--- src/rtl/cobra_out_display_if.sv ---
// rtl/cobra_out_display_if.sv - capture/display signal bundle for cobra_out_display
// master = CYBERcobra core side, slave = display back-end.
interface cobra_out_display_if;
  logic [31:0] data_i;
  logic        load_i;
  logic [31:0] shown_o;
  logic [7:0]  an_o;
  logic [6:0]  seg_o;
  logic        dp_o;

  modport master (output data_i, load_i, input shown_o, an_o, seg_o, dp_o);
  modport slave  (input data_i, load_i, output shown_o, an_o, seg_o, dp_o);
endinterface

--- src/rtl/cobra_out_display.sv ---
// rtl/cobra_out_display.sv - 8-digit multiplexed seven-segment back-end for CYBERcobra out_o
// Optional macro DISP_LZ_BLANK_EN enables leading-zero blanking.
module cobra_out_display #(
  parameter int SCAN_DIV = 100000,
  parameter int DIV_W    = 24
) (
  input  logic                clk_i,
  input  logic                rst_i,
  cobra_out_display_if.slave  bus
);

  localparam logic [DIV_W-1:0] CNT_LAST = DIV_W'(SCAN_DIV - 1);

  logic [DIV_W-1:0] cnt;
  logic [2:0]       idx;
  logic [31:0]      shown;
  logic [7:0]       an;
  logic [6:0]       seg;
  logic [3:0]       nib;
  logic [6:0]       hex;
  logic             blank;
`ifdef DISP_LZ_BLANK_EN
  logic [31:0]      upper;
`endif

  always_comb begin
    nib = shown[{idx, 2'b00} +: 4];
    case (nib)
      4'h0: hex = 7'h40;
      4'h1: hex = 7'h79;
      4'h2: hex = 7'h24;
      4'h3: hex = 7'h30;
      4'h4: hex = 7'h19;
      4'h5: hex = 7'h12;
      4'h6: hex = 7'h02;
      4'h7: hex = 7'h78;
      4'h8: hex = 7'h00;
      4'h9: hex = 7'h10;
      4'hA: hex = 7'h08;
      4'hB: hex = 7'h03;
      4'hC: hex = 7'h46;
      4'hD: hex = 7'h21;
      4'hE: hex = 7'h06;
      default: hex = 7'h0E;
    endcase
  end

  // A digit is blank when it and every more-significant nibble are zero; digit 0 always shows.
`ifdef DISP_LZ_BLANK_EN
  always_comb begin
    upper = shown >> {idx, 2'b00};
    blank = (idx != 3'd0) && (upper == 32'd0);
  end
`else
  always_comb blank = 1'b0;
`endif

  always_ff @(posedge clk_i or negedge rst_i) begin
    if (!rst_i) begin
      cnt   <= '0;
      idx   <= '0;
      shown <= '0;
      an    <= 8'hFF;
      seg   <= 7'h7F;
    end else begin
      if (cnt == CNT_LAST) begin
        cnt <= '0;
        idx <= idx + 3'd1;
      end else begin
        cnt <= cnt + 1'b1;
      end
      if (bus.load_i)
        shown <= bus.data_i;
      // Outputs are decoded from pre-edge idx/shown, giving one cycle of latency.
      if (blank) begin
        an  <= 8'hFF;
        seg <= 7'h7F;
      end else begin
        an  <= ~(8'b1 << idx);
        seg <= hex;
      end
    end
  end

  assign bus.shown_o = shown;
  assign bus.an_o    = an;
  assign bus.seg_o   = seg;
  assign bus.dp_o    = 1'b1;

endmodule

--- src/flat_wrapper.sv ---
// flat-port wrapper written by rule: the top's interface ports become plain ports
module cobra_out_display_flat 
#(
  parameter int SCAN_DIV = 100000,
  parameter int DIV_W    = 24
)
  (clk_i, rst_i, bus_data_i, bus_load_i, bus_shown_o, bus_an_o, bus_seg_o, bus_dp_o);
  cobra_out_display_if bus_i ();
  input  logic clk_i;
  input  logic rst_i;
  input wire logic [$bits(bus_i.data_i)-1:0] bus_data_i;
  input wire logic [$bits(bus_i.load_i)-1:0] bus_load_i;
  output wire logic [$bits(bus_i.shown_o)-1:0] bus_shown_o;
  output wire logic [$bits(bus_i.an_o)-1:0] bus_an_o;
  output wire logic [$bits(bus_i.seg_o)-1:0] bus_seg_o;
  output wire logic [$bits(bus_i.dp_o)-1:0] bus_dp_o;
  assign bus_i.data_i = bus_data_i;
  assign bus_i.load_i = bus_load_i;
  assign bus_shown_o = bus_i.shown_o;
  assign bus_an_o = bus_i.an_o;
  assign bus_seg_o = bus_i.seg_o;
  assign bus_dp_o = bus_i.dp_o;
  cobra_out_display #(.SCAN_DIV(SCAN_DIV), .DIV_W(DIV_W)) u_core (.clk_i(clk_i), .rst_i(rst_i), .bus(bus_i));
endmodule
--- config.mk ---
export PLATFORM = sky130hd
export DESIGN_NAME = cobra_out_display_flat
export DESIGN_NICKNAME = d
export VERILOG_FILES = /design/src/rtl/cobra_out_display_if.sv /design/src/rtl/cobra_out_display.sv /design/src/flat_wrapper.sv
export SDC_FILE = /design/constraint.sdc
export NUM_CORES = 1
export LEC_CHECK = 0
export CORE_MARGIN = 5
export CORE_UTILIZATION = 41
export CTS_CLUSTER_DIAMETER = 40
export CTS_CLUSTER_SIZE = 8
export DETAILED_ROUTE_END_ITERATION = 8
export PLACE_DENSITY = 0.68
export REMOVE_ABC_BUFFERS = 1
export SLEW_MARGIN = 10
export SYNTH_ARGS = -nofsm -noshare
export SYNTH_HDL_FRONTEND = slang
export SYNTH_SLANG_ARGS = --single-unit
--- constraint.sdc ---
create_clock -name clk_i -period 4.8 [get_ports clk_i]
set_input_delay 0.96 -clock clk_i [delete_from_list [all_inputs] [get_ports clk_i]]
set_output_delay 0.96 -clock clk_i [all_outputs]
set_load 0.005 [all_outputs]
==> flow_summary.json <==
{
  "outcome": "finished clean",
  "critical_path_class": "flip-flop to flip-flop",
  "detailedRoute.firstIterationViolations": 65,
  "initial_antenna_violation_count": 0,
  "timing.critical_path.slowest_cell_delay_ns": 0.70,
  "worst_hold_path.endpoint": "u_core.cnt[23]",
  "static-leakage-power_nw": 1.95,
  "critical_path.cell_chain": "mux4_1 > mux2i_1 > inv_1 > ha_1 > mux2_2 > o21ai_0",
  "min_delay_path_depth": 1,
  "hpwl_microns": 5160,
  "grt_util_overall_pct": 14.5,
  "critical_path_arrival_ns": 3.02,
  "drive_gt1_share_pct": 22.4,
  "worstHoldStart": "u_core.cnt[23]",
  "die_y_microns": 101,
  "totalWireLength_microns": 7030,
  "cts-htree-levels": 3,
  "postSynthCellCount": 252,
  "ir_drop_uv": 149,
  "cts_resized": 0,
  "antennaDiodeCount": 0,
  "design.final.nets": 385,
  "synth_cell_types": 39,
  "routed_wire_length_per_instance_microns": 15.7,
  "p_per_area_nw_per_um2": 305,
  "row_count": 33,
  "fin_setup_tns_ns": 0,
  "total_power_mw": 1.39,
  "num_vias": 2237,
  "die_boundary_width_microns": 101,
  "setup.worst_path.start_class": "flip-flop",
  "syn-mean-instance-area_sq_um": 13.6,
  "clk_latency_ns": 0.34,
  "finClkSkew_ns": 0.00812,
  "clockRootBuffer": "clkbuf_8",
  "final_period_util_pct": 57.7,
  "drt-pass1-iter-count": 4,
  "endpoint_kind": "flip-flop",
  "synth_warnings": 0,
  "ant_nets": 0,
  "hold_class": "flip-flop to flip-flop",
  "max_freq_mhz": 361,
  "tightestPinTransition_ns": 0.720,
  "rsz_0062_raised_after_global_routing": "false",
  "cts_post_setup_buffers_inserted": 0,
  "initial_core_util_pct": 41.9,
  "netlist_area_sq_um": 3430,
  "cts_buffers": 9,
  "remaining_drc_errors": 0,
  "via_count_of_the_first_global_routing_pass": 2285,
  "cts_tree": "yes",
  "worstReg2RegStart": "u_core.idx[0]",
  "asyncSetResetFlopFracSynth_pct": 100,
  "final.min_clock_period_ns": 2.77,
  "slew_headroom_pct": 51.6,
  "worst_r2r_endpoint": "u_core.bus.seg_o[4]",
  "ios": 83,
  "worst-path-buf-inv": 1,
  "core_area_sq_um": 8180,
  "cp_top_family": "multiplexers",
  "maxCapViolations": 0,
  "die-area_sq_um": 10300,
  "timing.final.setup_violations": 0,
  "holdBufCountCts": 0,
  "via_per_inst": 4.99,
  "pre_cts_ws_ns": 2.07,
  "globalRouteOverflowTotal": 0,
  "final_core_util_pct": 55.6,
  "clockBufferDepth": 2,
  "synth_flop_cell": "dfrtp_1",
  "worst-r2r-setup-slack_ns": 2.03,
  "layout_setup_ws_ns": 2.03,
  "tritoncts_num_sinks": 74,
  "ys_seq_area_share_pct": 54.5,
  "synth_edf_count": 0,
  "critPathRequiredTime_ns": 5.06,
  "final.fill_count": 680,
  "area_growth_syn_to_layout_pct": 32.4,
  "hold_fails_final_rpt": 0,
  "io_buffer_count": 81,
  "r2r.worst_path.cells": 6,
  "cts.reportedPaths.clkPinSlew_ns": 0.07,
  "worstPathMaxFanout": 11,
  "routabilityCongestion": 0.787,
  "grt_start_max_net_pins": 43,
  "maxSlewViolCount": 0,
  "ys_ff_latch": 74,
  "wire_length_of_the_first_global_routing_pass_microns": 11600,
  "cp_slowest_cell": "dfrtp_1"
}
-- worst register-to-register path: stages, from the launching register on --
cell	delay [ns]
dfrtp_1	0.70
mux4_1	0.64
mux2i_1	0.52
inv_1	0.14
ha_1	0.27
mux2_2	0.26
o21ai_0	0.16
-- through the flow --
| stage | hold WS [ns] | area (sq um) | std cells |
|---|---|---|---|
| finish | 0.477 | 4540 | 448 |
| global route | 0.517 | 4540 | 448 |
| CTS | 0.480 | 4540 | 448 |
| detailed placement | 0.465 | 4340 | 432 |
| global placement | 0.466 | 4340 | 432 |
| floorplan | 0.443 | 3380 | 243 |
-- flip-flops by register name (all words and copies together) (netlist names) --
register            cells
u_core.bus.an_o         8
u_core.bus.seg_o        7
u_core.bus.shown_o     32
u_core.cnt             24
u_core.idx              3
-- how the worst max path moves through the flow --
stage                   from  cells past startpoint  slack, ns             endpoint
2_1_floorplan  u_core.cnt[0]                      5       2.27        u_core.idx[1]
3_3_place_gp   u_core.idx[0]                      6       2.20  u_core.bus.seg_o[4]
3_5_place_dp   u_core.idx[0]                      6       2.07  u_core.bus.seg_o[4]
4_1_cts        u_core.idx[0]                      6       2.02  u_core.bus.seg_o[4]
5_1_grt        u_core.idx[0]                      6       1.84  u_core.bus.seg_o[4]
6_report       u_core.idx[0]                      6       2.03  u_core.bus.seg_o[4]
-- layer usage --
| layer | part of all wire [%] | vias to the layer above | GRT usage [%] |
|---|---|---|---|
| met2 | 47 | 63 | 22.6 |
| met4 | 1.4 | 0 | 5.52 |
| met5 | 0 | - | 0 |
| li1 | - | 1071 | - |
| met1 | 46 | 1095 | 20.1 |
| met3 | 5.0 | 8 | 3.10 |
-- synth_stat cells, types with 2 or more instances --
cell,instances,area share [%]
buf_4,2,0.44
inv_1,8,0.88
nor4b_1,2,0.51
mux4_1,4,3.1
nand3_1,12,1.8
nand4_1,3,0.55
mux2i_1,8,2.3
and4_1,6,1.5
xor2_1,12,3.1
and3_1,6,1.1
nor4_1,2,0.36
mux2i_4,2,1.3
mux2_2,35,11
buf_2,2,0.29
xnor2_1,11,2.8
dfstp_2,15,11
nor2_1,10,1.1
o21ai_0,2,0.29
mux4_2,4,2.6
dfrtp_1,59,43
nand2_1,14,1.5
ha_1,12,4.4
nor3_1,3,0.44
buf_1,3,0.33
-- cells in the final DEF (no fill, tap or decap), types with 2 or more instances in the layout --
cell type        netlist  layout
and3_1                 6       6
and4_1                 6       6
buf_4                  2       3
clkbuf_1               1       3
clkbuf_8               0      11
clkdlybuf4s50_1        0      80
dfrtp_1               59      59
dfstp_2               15      15
ha_1                  12      12
inv_1                  8       8
mux2_2                35      35
mux2i_1                8       8
mux2i_4                2       2
mux4_1                 4       4
mux4_2                 4       4
nand2_1               14      14
nand3_1               12      12
nand4_1                3       3
nor2_1                10      10
nor3_1                 3       3
nor4b_1                2       2
o21ai_0                2       2
xnor2_1               11      11
xor2_1                12      12
-- report_power, final --
part	internal, mW	switching, mW
sequential	0.668	0.0245
combinational	0.137	0.0739
clock	0.269	0.214
-- logic make-up after synthesis --
group,share of synthesized area [%]
DFF,54.5
and+or+nand+nor,9.67
muxes,21.3
xor gates and xnor gates,5.87
buffers and inverters,2.48
adders and majority gates,4.38
AOI/OAI and AO/OA,1.68
other,0.109
-- area by class of cell --
cell class	count	area (sq um)	share of cell area [%]
well taps	105	131	2.89
repair buffers	84	828	18.2
clock inverters	2	35.0	0.771
inverters	9	33.8	0.744
multi-input cells	160	1480	32.6
clock buffers	14	163	3.58
flip-flops and latches	74	1870	41.2
Note: power is estimated with default switching activity, not from simulation.
